==> src/rtl/alu_exec_pkg.sv <==
// -----------------------------------------------------------------------------
// alu_exec_pkg
// Shared definitions for the ALU execution stage:
//   - register file geometry (NUM_REGS, DATA_W)
//   - opcode encodings
//   - FSM state encoding and opcode class
//   - helpers that classify an opcode and check its register indices
// Optional feature macro: ALU_EXEC_MUL_EN (makes opcode 12 MUL a legal
// binary operation).
// -----------------------------------------------------------------------------
package alu_exec_pkg;

  localparam int unsigned NUM_REGS = 6;
  localparam int unsigned DATA_W   = 8;

`ifdef ALU_EXEC_MUL_EN
  localparam bit MUL_EN = 1'b1;
`else
  localparam bit MUL_EN = 1'b0;
`endif

  localparam logic [3:0] OP_ADD = 4'd0;
  localparam logic [3:0] OP_SUB = 4'd1;
  localparam logic [3:0] OP_AND = 4'd2;
  localparam logic [3:0] OP_OR  = 4'd3;
  localparam logic [3:0] OP_XOR = 4'd4;
  localparam logic [3:0] OP_NOT = 4'd5;
  localparam logic [3:0] OP_SHL = 4'd6;
  localparam logic [3:0] OP_SHR = 4'd7;
  localparam logic [3:0] OP_MOV = 4'd8;
  localparam logic [3:0] OP_INC = 4'd9;
  localparam logic [3:0] OP_DEC = 4'd10;
  localparam logic [3:0] OP_CMP = 4'd11;
  localparam logic [3:0] OP_MUL = 4'd12;

  typedef enum logic [2:0] {
    S_IDLE,
    S_RD_A,
    S_RD_B,
    S_EXEC,
    S_WB
  } state_t;

  // BINARY: reads A and B, writes back.  UNARY: reads A, writes back.
  // NOWB: reads A and B, updates flags only (CMP).
  typedef enum logic [1:0] {
    CLS_BINARY,
    CLS_UNARY,
    CLS_NOWB,
    CLS_ILLEGAL
  } op_class_t;

  function automatic op_class_t classify(input logic [3:0] op);
    op_class_t cls;
    case (op)
      OP_ADD, OP_SUB, OP_AND, OP_OR, OP_XOR:                cls = CLS_BINARY;
      OP_NOT, OP_SHL, OP_SHR, OP_MOV, OP_INC, OP_DEC:      cls = CLS_UNARY;
      OP_CMP:                                               cls = CLS_NOWB;
      OP_MUL:                                               cls = MUL_EN ? CLS_BINARY : CLS_ILLEGAL;
      default:                                              cls = CLS_ILLEGAL;
    endcase
    return cls;
  endfunction

  function automatic logic reg_ok(input logic [2:0] idx);
    return (32'(idx) < NUM_REGS);
  endfunction

  // Only the indices an instruction actually uses are range-checked.
  function automatic logic operands_ok(input op_class_t cls, input logic [2:0] a,
                                       input logic [2:0] b, input logic [2:0] d);
    logic ok;
    case (cls)
      CLS_BINARY: ok = reg_ok(a) && reg_ok(b) && reg_ok(d);
      CLS_UNARY:  ok = reg_ok(a) && reg_ok(d);
      CLS_NOWB:   ok = reg_ok(a) && reg_ok(b);
      default:    ok = 1'b0;
    endcase
    return ok;
  endfunction

endpackage

==> src/rtl/alu_exec_unit_alu_core.sv <==
// -----------------------------------------------------------------------------
// alu_core
// Purely combinational datapath of the ALU execution stage.
// Ports:
//   op     in  4       operation code
//   a, b   in  DATA_W  operands (b ignored by unary operations)
//   result out DATA_W  8-bit result, wraps modulo 256
//   carry  out 1       carry / borrow / shifted-out bit, 0 for logic ops
// Optional feature macro: ALU_EXEC_MUL_EN (adds the 8x8 multiplier path).
// -----------------------------------------------------------------------------
module alu_core
  import alu_exec_pkg::*;
(
  input  logic [3:0]        op,
  input  logic [DATA_W-1:0] a,
  input  logic [DATA_W-1:0] b,
  output logic [DATA_W-1:0] result,
  output logic              carry
);

  // Bit DATA_W of the widened result is the carry/borrow for every operation.
  logic [DATA_W:0] wide;

`ifdef ALU_EXEC_MUL_EN
  logic [2*DATA_W-1:0] prod;
  assign prod = a * b;
`endif

  always_comb begin
    // NOTE: every combinational output gets a default first, so no path
    // through the case leaves it unassigned and infers a latch.
    wide = '0;
    case (op)
      OP_ADD:         wide = {1'b0, a} + {1'b0, b};
      OP_SUB, OP_CMP: wide = {1'b0, a} - {1'b0, b};   // bit 8 = borrow
      OP_AND:         wide = {1'b0, a & b};
      OP_OR:          wide = {1'b0, a | b};
      OP_XOR:         wide = {1'b0, a ^ b};
      OP_NOT:         wide = {1'b0, ~a};
      OP_SHL:         wide = {a, 1'b0};
      OP_SHR:         wide = {a[0], 1'b0, a[DATA_W-1:1]};
      OP_MOV:         wide = {1'b0, a};
      OP_INC:         wide = {1'b0, a} + 9'd1;
      OP_DEC:         wide = {1'b0, a} - 9'd1;
`ifdef ALU_EXEC_MUL_EN
      OP_MUL:         wide = {|prod[2*DATA_W-1:DATA_W], prod[DATA_W-1:0]};
`endif
      default:        wide = '0;
    endcase
    result = wide[DATA_W-1:0];
    carry  = wide[DATA_W];
  end

endmodule

==> src/rtl/alu_exec_unit.sv <==
// -----------------------------------------------------------------------------
// alu_exec_unit
// ALU execution stage in front of the 6 x 8-bit register file. Accepts one
// decoded instruction, reads its source registers, computes, writes back and
// pulses done. Maintains zero and carry flags.
// Ports:
//   clk, rst                 clock, asynchronous active-high reset
//   start, opcode, src_a,
//   src_b, dst               instruction request (sampled only in IDLE)
//   busy                     instruction in flight
//   done, err                one-cycle completion pulse / rejection flag
//   flag_z, flag_c           zero / carry-borrow flags
//   rf_addr, rf_rd, rf_wr,
//   rf_wdata, rf_rdata       register file bus (rdata valid same cycle as rd)
// Optional feature macro: ALU_EXEC_MUL_EN (opcode 12 MUL legal).
// -----------------------------------------------------------------------------
module alu_exec_unit
  import alu_exec_pkg::*;
(
  input  logic              clk,
  input  logic              rst,
  input  logic              start,
  input  logic [3:0]        opcode,
  input  logic [2:0]        src_a,
  input  logic [2:0]        src_b,
  input  logic [2:0]        dst,
  output logic              busy,
  output logic              done,
  output logic              err,
  output logic              flag_z,
  output logic              flag_c,
  output logic [2:0]        rf_addr,
  output logic              rf_rd,
  output logic              rf_wr,
  output logic [DATA_W-1:0] rf_wdata,
  input  logic [DATA_W-1:0] rf_rdata
);

  state_t            state;
  logic [3:0]        opc;
  logic [2:0]        sa, sb, dd;
  logic [DATA_W-1:0] op_a, op_b, result;

  op_class_t         new_cls, cls;
  logic [DATA_W-1:0] core_result;
  logic              core_carry;

  assign new_cls = classify(opcode);
  assign cls     = classify(opc);

  alu_core u_core (
    .op     (opc),
    .a      (op_a),
    .b      (op_b),
    .result (core_result),
    .carry  (core_carry)
  );

  // Bus outputs are registered and loaded on the edge that enters the state
  // that owns them, so they are valid for the whole RD_A/RD_B/WB cycle and
  // drop asynchronously with rst.
  always_ff @(posedge clk or posedge rst) begin
    if (rst) begin
      state    <= S_IDLE;
      opc      <= '0;
      sa       <= '0;
      sb       <= '0;
      dd       <= '0;
      op_a     <= '0;
      op_b     <= '0;
      result   <= '0;
      busy     <= 1'b0;
      done     <= 1'b0;
      err      <= 1'b0;
      flag_z   <= 1'b0;
      flag_c   <= 1'b0;
      rf_addr  <= '0;
      rf_rd    <= 1'b0;
      rf_wr    <= 1'b0;
      rf_wdata <= '0;
    end else begin
      // NOTE: sequential state uses non-blocking assignments so every register
      // samples pre-edge values regardless of statement order.
      done     <= 1'b0;
      err      <= 1'b0;
      rf_rd    <= 1'b0;
      rf_wr    <= 1'b0;
      rf_addr  <= '0;
      rf_wdata <= '0;

      case (state)
        S_IDLE: begin
          if (start) begin
            opc <= opcode;
            sa  <= src_a;
            sb  <= src_b;
            dd  <= dst;
            if (operands_ok(new_cls, src_a, src_b, dst)) begin
              state   <= S_RD_A;
              busy    <= 1'b1;
              rf_rd   <= 1'b1;
              rf_addr <= src_a;
            end else begin
              // Rejected: no bus activity, flags untouched.
              done <= 1'b1;
              err  <= 1'b1;
            end
          end
        end

        S_RD_A: begin
          op_a <= rf_rdata;
          if (cls == CLS_UNARY) begin
            state <= S_EXEC;
          end else begin
            state   <= S_RD_B;
            rf_rd   <= 1'b1;
            rf_addr <= sb;
          end
        end

        S_RD_B: begin
          op_b  <= rf_rdata;
          state <= S_EXEC;
        end

        S_EXEC: begin
          result <= core_result;
          flag_z <= (core_result == '0);
          flag_c <= core_carry;
          if (cls == CLS_NOWB) begin
            state <= S_IDLE;
            busy  <= 1'b0;
            done  <= 1'b1;
          end else begin
            state    <= S_WB;
            rf_wr    <= 1'b1;
            rf_addr  <= dd;
            rf_wdata <= core_result;
          end
        end

        S_WB: begin
          state <= S_IDLE;
          busy  <= 1'b0;
          done  <= 1'b1;
        end

        default: begin
          state <= S_IDLE;
          busy  <= 1'b0;
        end
      endcase
    end
  end

endmodule

==> config.mk <==
export PLATFORM = sky130hd
export DESIGN_NAME = alu_exec_unit
export DESIGN_NICKNAME = d
export VERILOG_FILES = /design/src/rtl/alu_exec_pkg.sv /design/src/rtl/alu_exec_unit_alu_core.sv /design/src/rtl/alu_exec_unit.sv
export SDC_FILE = /design/constraint.sdc
export NUM_CORES = 1
export LEC_CHECK = 0
export CAP_MARGIN = 20
export CORE_ASPECT_RATIO = 1.75
export CORE_MARGIN = 4
export CORE_UTILIZATION = 57
export CTS_CLUSTER_SIZE = 20
export DETAILED_ROUTE_END_ITERATION = 8
export PLACE_DENSITY = 0.81
export SETUP_SLACK_MARGIN = 0.5
export SYNTH_ARGS = -nofsm -noshare
export SYNTH_HDL_FRONTEND = slang
export SYNTH_SLANG_ARGS = --single-unit
==> constraint.sdc <==
create_clock -name clk -period 4.43 [get_ports clk]
set_input_delay 0.443 -clock clk [delete_from_list [all_inputs] [get_ports clk]]
set_output_delay 0.443 -clock clk [all_outputs]
set_load 0.05 [all_outputs]
## Word level (Yosys, flattened, before mapping)

Memories as Yosys holds them, arrays and structs flattened.
Cells that the tools add are included.

| storage, ports and cells | value |
|---|---|
| flip-flop bits (word level) | 47 |
| bits in read-only memories | 64 |
| bits of input ports | 24 |
| output and inout port bits | 18 |
| word-level logic and storage cells | 94 |
| memories | 2 |

Memories:

| memory | words | width | rd ports | clocked after Yosys merged registers in | write ports | line | RTL |
|---|---|---|---|---|---|---|---|
| (no name shown) | 16 | 2 | 1 | 0 | 0 | alu_exec_pkg.sv:55 | `case (op)` |
| (no name shown) | 16 | 2 | 1 | 0 | 0 | alu_exec_pkg.sv:55 |  |

| cells by class | value |
|---|---|
| $add $sub $neg | 4 |
| order comparisons | 3 |
| eq/ne operators | 22 |
| mux-type cells | 31 |
| bitwise gates (word level) | 5 |
| reduce and logical (&&, ||, !) cells | 12 |

Operators with widths:

| cell | number |
|---|---|
| $pmux W9 S11 | 1 |
| $mux W3 | 7 |
| $eq A4 B3 Y1 const B | 4 |
| $eq A4 B4 Y1 const B | 4 |
| $mux W8 | 2 |
| $mux W1 | 15 |
| $pmux W3 S4 | 1 |
| $add A8 B1 Y9 const B | 1 |
| $add A8 B8 Y9 | 1 |
| $lt A3 B3 Y1 const B | 3 |
| $pmux W1 S3 | 3 |
| $pmux W3 S3 | 1 |
| $sub A8 B1 Y9 const B | 1 |
| $sub A8 B8 Y9 | 1 |
| $and A8 B8 Y8 | 1 |
| $eq A4 B2 Y1 const B | 2 |
| $logic_not A8 Y1 | 1 |
| $not A8 Y8 | 1 |
| $or A8 B8 Y8 | 1 |
| $xor A8 B8 Y8 | 1 |
| $eq A3 B2 Y1 const B | 2 |
| $ne A2 B2 Y1 const B | 3 |
| $eq A2 B1 Y1 const B | 2 |
| $eq A2 B2 Y1 const B | 2 |
| other kinds (12) | 16 |

## Logic depth before layout (Yosys ltp)

Gate-level depths: netlist (run 1).

| depth | value |
|---|---|
| word-level depth | 9 |
| depth in mapped cells | 16 |

## Modules after synthesis

A second synthesis (run 1) with hierarchy kept.

| unflattened totals | value |
|---|---|
| cells, all modules | 368 |
| area, all modules | 3,514.6 sq um |

By module, submodules not included:

| module | times used | cells an instance | area each (sq um) | seq. area each (sq um) |
|---|---|---|---|---|
| alu_exec_unit | 1 | 141 | 1,935.6 | 1,176.1 |
| alu_core | 1 | 227 | 1,579.0 | 0.0 |

## Worst setup path before layout (run 1)

OpenSTA, ideal clock, no wires.

| path | value |
|---|---|
| kind | reg-to-reg |
| from | register opc[1] |
| to | register flag_z |
| setup time | 0.103 ns |
| arrival time | 3.125 ns |
| required time | 4.327 ns |
| slack | 1.202 ns |
| stages on the path, launching flop included | 17 |
| buffers on the path | 4 |
| clock period less this slack | 3.228 ns |
| cells stage by stage | dfrtp_1 > buf_6 > buf_6 > buf_2 > buf_2 > xnor2_1 > o21ai_0 > ha_1 > inv_1 > fa_1 > a21o_1 > a21oi_1 > xnor2_1 > a211oi_2 > nand2_1 > nand4b_1 > o41ai_2 |

| on the way | value |
|---|---|
| word-level cells in the longest chain between the ends | 4 |
| elaborated cells on any way between the ends | 15 |
| classes of those cells | 11 x eq/ne; 1 x mux; 3 x reduce/logical |

RTL lines:

| item | line | RTL |
|---|---|---|
| start: declaration | alu_exec_unit.sv:40 | `logic [3:0] opc;` |
| start signal: assignment | alu_exec_unit.sv:94 | `opc <= opcode;` |
| $eq A4 B1 Y1 or $eq A4 B4 Y1 (tied branches) | alu_exec_unit_alu_core.sv:33 | `case (op)` |
| $reduce_or A2 Y1 | alu_exec_unit_alu_core.sv:33 |  |
| $pmux W9 S11 * | alu_exec_unit_alu_core.sv:33 |  |
| $logic_not A8 Y1 * | alu_exec_unit.sv:129 | `flag_z <= (core_result == '0);` |
| end signal: assignment | alu_exec_unit.sv:129 |  |
| end: declaration | alu_exec_unit.sv:30 | `output logic flag_z,` |

Every way passes the cells marked *; elsewhere a longest branch is shown, timed or not.
A chain may end at the register's enable or synchronous reset.

## Worst setup path after layout (run 1)

| path | value |
|---|---|
| from | register opc[3] |
| to | register flag_z |

Same word-level chain as after synthesis.

==> results.toml, run 1 <==
[grt]
grt_max_degree = 48
grt_overflow = 0
grt_use_total = 0.280
antenna_found_initial = 0
grt_pass1_vias = 3261
grt_pass1_wl_mm = 15.7

[synth]
synth_top_family_by_area = "compound AO/OA/AOI/OAI gates"
synth_fa_ha_area_frac = 0.100
synth_xor_area_frac = 0.0330
synthMuxAreaShare = 0.0351
yosysTopAreaCell = "dfrtp_1"
synth_flop_cell = "dfrtp_1"
synth.avg_cell_area_um2 = 8.63
syn_inst = 400
synth.top_cell.area_share = 0.341
synth_compound_area_frac = 0.242
async_reset_ff_frac = 1.00
syn_area_mm2 = 0.00345
yosys.area_share.simple = 0.189
seq_area_frac_synth = 0.341
ys_types = 63
syn-num-nets = 451
synth_area_leaders = "dfrtp_1, ha_1, nand2_1, o21ai_0, nor2_1"
yosys-top-cells-count = "dfrtp_1, nand2_1, o21ai_0"
yosys_warnings = 0
synth_seq_cells = 47
synth-edff-count = 0

[worst_setup_path]
crit_path_end_kind = "flip-flop"
path_max_fanout = 24
crit_required_ps = 4630
cp.arrival_ps = 3700
crit_path_start_kind = "flip-flop"
crit_type = "reg -> reg"

[die]
die_area_mm2 = 0.00742
die_y_um = 111
io_pins = 42
core_area_mm2 = 0.00588
row_count = 37
dieWidth_um = 66.8
initial_core_util = 0.587

[timing]
slew-limit-headroom = 0.347
fin_tns_setup_ps = 0
tightest_slew_ps = 978
setup_viol = 0
period_share = 0.790
hold_violations = 0
slew_violations = 0
period_needed_ps = 3500
fin_skew_ps = 9.09
fmax_ghz = 0.286
rsz0062_at_grt = "false"

[place]
portBuffers = 41
hpwl_mm = 7.25
gp_congestion = 0.999

[cts]
insertion_delay_ps = 310
cts_tree = "yes"
clk_pin_slew_ps = 80
cts.repair.resized = 0
clockBufferDepth = 2
htree_levels = 2
cts_num_sinks = 47
root_buffer = "clkbuf_8"
numCtsBuffers = 5
cts_hold_buf = 0
post-cts-setup-buffer-count = 0

[route]
vias = 3224
routed_via_density = 6.27
drtPass1Iterations = 5
drt_iter0_markers = 249
drc = 0
wire_per_inst_um = 18.9
antenna_left = 0
drt-total-wl_mm = 9.72

[cells_and_area]
antennaDiodeCount = 0
nets = 486
area_growth_syn_to_layout_pct = 16.8
layout-drive-gt1-share = 0.0894

[status]
status = "finished clean"

[min_path]
hp-class = "reg -> reg"

[run]
cap_viol_max_count = 0
placed cells by master, fill, tap and decap left out, types with 4 or more instances in the layout:
cell and count:
a21oi_1 17, clkbuf_8 6, xnor2_1 10, a32oi_1 6
nand3_1 4, buf_4 5, a21o_1 5, nand2b_1 7
clkdlybuf4s50_1 41, a22o_1 5, dfrtp_1 47, mux2_2 9
nor2b_1 6, a31oi_1 5, o21ai_0 33, nor2_1 32
nor3_1 10, ha_1 26, inv_1 25, o22ai_1 7
or2_2 5, o21a_1 4, a22oi_1 5, o31ai_1 4
nand2_1 47, and2_1 4
kinds of logic after synthesis:
kind of cell	Yosys count
AOI/OAI and AO/OA	122
xor gates and xnor gates	13
adders and majority gates	27
buffers and inverters	47
DFF	47
muxes	11
and+or+nand+nor	133
path summary, 6_finish.rpt:
| kind | end | cells past startpoint | startpoint | slack, ps |
|---|---|---|---|---|
| min in group asynchronous | rf_wdata[2] | 2 | rst | 670 |
| max | flag_z | 12 | opc[3] | 930 |
| max reg2reg | flag_z | 12 | opc[3] | 930 |
| min reg2reg | flag_z | 2 | flag_z | 490 |
| max in group asynchronous | op_a[3] | 2 | rst | 3140 |
| min | flag_z | 2 | flag_z | 490 |
routing by layer:
metal / wire, µm / vias up / share of wire / track usage
li1: - / 1502 / - / -
met1: 3400 / 1544 / 0.35 / 0.291
met2: 5030 / 124 / 0.52 / 0.471
met3: 450 / 54 / 0.046 / 0.0517
met4: 833 / 0 / 0.086 / 0.220
met5: 0 / - / 0 / 0
layout make-up:
cell class	count	area, µm²
well taps	78	97.6
clock buffers	7	86.3
inverters	26	97.6
repair buffers	49	499
clock inverters	1	8.76
flip-flops and latches	47	1180
multi-input cells	306	2070
fillers	515	1840
worst max-delay path, cell delays in order, from the launching register on:
cell      delay [ps]
dfrtp_1          810
nor2b_1          430
a21oi_1          120
a21bo_2          230
o211ai_1         140
ha_1             350
a21o_1           190
a21oi_1          170
xnor2_1           90
a211oi_2         240
nand2_1           70
nand4b_1         200
o41ai_2          350
state kept, by name, summed over array words and instances (netlist names):
| register | count |
|---|---|
| busy | 1 |
| dd | 3 |
| done | 1 |
| err | 1 |
| flag_c | 1 |
| flag_z | 1 |
| op_a | 8 |
| op_b | 8 |
| opc | 4 |
| rf_addr | 3 |
| rf_rd | 1 |
| rf_wdata | 8 |
| rf_wr | 1 |
| sb | 3 |
| state | 3 |
stage by stage:
stage / util / instances / cell area, µm² / worst slack (ps) / hold slack (ps)
2_1_floorplan: - / 400 / 3450 / 1200 / 455
3_3_place_gp: 0.661 / 503 / 3890 / 1050 / 480
3_5_place_dp: 0.661 / 503 / 3890 / 882 / 472
4_1_cts: 0.678 / 511 / 3980 / 868 / 492
5_1_grt: 0.686 / 514 / 4040 / 680 / 511
6_report: 0.686 / 514 / 4040 / 928 / 487
Power of run 1 is not shown: default switching activity piles up to over one toggle a cycle in this logic, so the estimate is an artifact.
==> run 2: changes to the inputs <==
--- a/config.mk
+++ b/config.mk
@@ -8,10 +8,10 @@
 export CAP_MARGIN = 20
 export CORE_ASPECT_RATIO = 1.75
 export CORE_MARGIN = 4
-export CORE_UTILIZATION = 57
+export CORE_UTILIZATION = 51
 export CTS_CLUSTER_SIZE = 20
 export DETAILED_ROUTE_END_ITERATION = 8
-export PLACE_DENSITY = 0.81
+export PLACE_DENSITY = 0.77
 export SETUP_SLACK_MARGIN = 0.5
 export SYNTH_ARGS = -nofsm -noshare
 export SYNTH_HDL_FRONTEND = slang
==> constraint.sdc (replaced) <==
create_clock -name clk -period 3.1 [get_ports clk]
set_input_delay 0.31 -clock clk [delete_from_list [all_inputs] [get_ports clk]]
set_output_delay 0.31 -clock clk [all_outputs]
set_load 0.05 [all_outputs]
==> run 2 against run 1 <==
  * Wire length up 8.5%
  * Worst setup slack worse by 790 ps
  * Flip-flop and latch count unchanged
  * Sequential share of layout area down 2.8 points
  * Highest routed layer unchanged
==> results.toml, run 2 (same netlist as run 1, synthesis figures left out) <==
[timing]
fmax_ghz = 0.338
hold_violations = 0
finalHoldWorstSlack_ps = 500
slew-limit-headroom = 0.356
rsz0062_at_grt = "true"
setup_viol = 0
fin_skew_ps = 3.84
slew_violations = 0
tightest_slew_ps = 964
period_share = 0.955
period_needed_ps = 2960

[route]
antenna_left = 0
drtPass1Iterations = 5
wire_per_inst_um = 19.2
drc = 0
routed_via_density = 6.05
drt-total-wl_mm = 10.5
vias = 3322
drt_iter0_markers = 291

[die]
dieWidth_um = 70.2
io_pins = 42
core_area_mm2 = 0.00654
die_y_um = 117
row_count = 39
initial_core_util = 0.528
die_area_mm2 = 0.00820

[worst_setup_path]
crit_path_end_kind = "flip-flop"
path_max_fanout = 10
crit_required_ps = 3250
cp.arrival_ps = 3110
crit_path_start_kind = "flip-flop"
crit_type = "reg -> reg"

[cells_and_area]
finalInstanceArea_mm2 = 0.00448
layout-drive-gt1-share = 0.227
nets = 517
area_growth_syn_to_layout_pct = 29.8
final_cell_mix = "nand2_1, dfrtp_1, clkdlybuf4s50_1, o21ai_0, buf_4"
antennaDiodeCount = 0
final_common_cell = "nand2_1"
fillers = 548
reg_top3 = "op_a: 8 flops, op_b: 8 flops, rf_wdata: 8 flops"

[grt]
antenna_found_initial = 0
grt_pass1_vias = 3356
grt_use_total = 0.265
grt_max_degree = 48
grt_overflow = 0
grt_pass1_wl_mm = 16.6

[status]
status = "finished clean"

[cts]
clk_pin_slew_ps = 70
htree_levels = 2
insertion_delay_ps = 290
root_buffer = "clkbuf_16"
numCtsBuffers = 5
cts_tree = "yes"
cts_num_sinks = 47
clockBufferDepth = 2

[run]
cap_viol_max_count = 0

[place]
gp_congestion = 0.931
placed_cell_area_mm2 = 0.00404
hpwl_mm = 8.01
portBuffers = 41

[min_path]
hp-class = "reg -> reg"
[run 2: cell count changes in the layout (fill, tap and decap cells not counted), moves of 6 or more]
cell / change
buf_6: +7
a21oi_1: -6
buf_4: +26
a21oi_2: +6
[run 2: final timing paths]
kind	to	slack (ps)	depth (start not counted)	from
min	flag_z	500	2	flag_z
max reg2reg	flag_c	140	12	opc[3]
min reg2reg	flag_z	500	2	flag_z
max in group asynchronous	op_b[3]	1870	2	rst
min in group asynchronous	rf_rd	570	2	rst
max	flag_c	140	12	opc[3]
[run 2: cell type report]
cell class                 count  area [µm²]  share of cell area
tap                           82         103              0.0229
multi-input combinational    306        2220               0.494
sequential                    47        1180               0.264
timing repair buffer          80         733               0.164
clock buffer                   7         143              0.0318
inverter                      26        97.6              0.0218
clock inverter                 1        8.76             0.00195
[run 2: worst max-delay path, stage by stage (launching register included)]
cell	delay, ps
dfrtp_1	400
buf_4	190
or4_4	510
o211ai_1	160
ha_1	330
buf_6	140
a211oi_2	160
o21ai_1	110
a31o_2	250
a21oi_2	140
xor2_1	80
a32oi_1	230
a21oi_1	110
[run 2: repair_timing]
action                     CTS  global route
buffers inserted            13             5
cloned                       0             0
hold buffers                 0             0
setup endpoints to repair    5             8
pin swaps                   11            26
resized for setup           14            26
[run 2: metal layers]
layer,GRT usage,share of wire,vias to the layer above
met5,0,0,-
met4,0.203,0.077,0
met3,0.0342,0.032,53
met2,0.493,0.54,116
met1,0.265,0.35,1583
li1,-,-,1570
[run 2: stage by stage]
step,instances,utilization,setup TNS (ps),setup WS [ps]
CTS,544,0.663,0,134
detailed placement,523,0.618,0,74.7
finish,549,0.686,0,140
global placement,523,0.618,0,149
global route,549,0.686,-38.0,-23.5
floorplan,400,-,0,180
Power of run 2 is left out for the same reason.
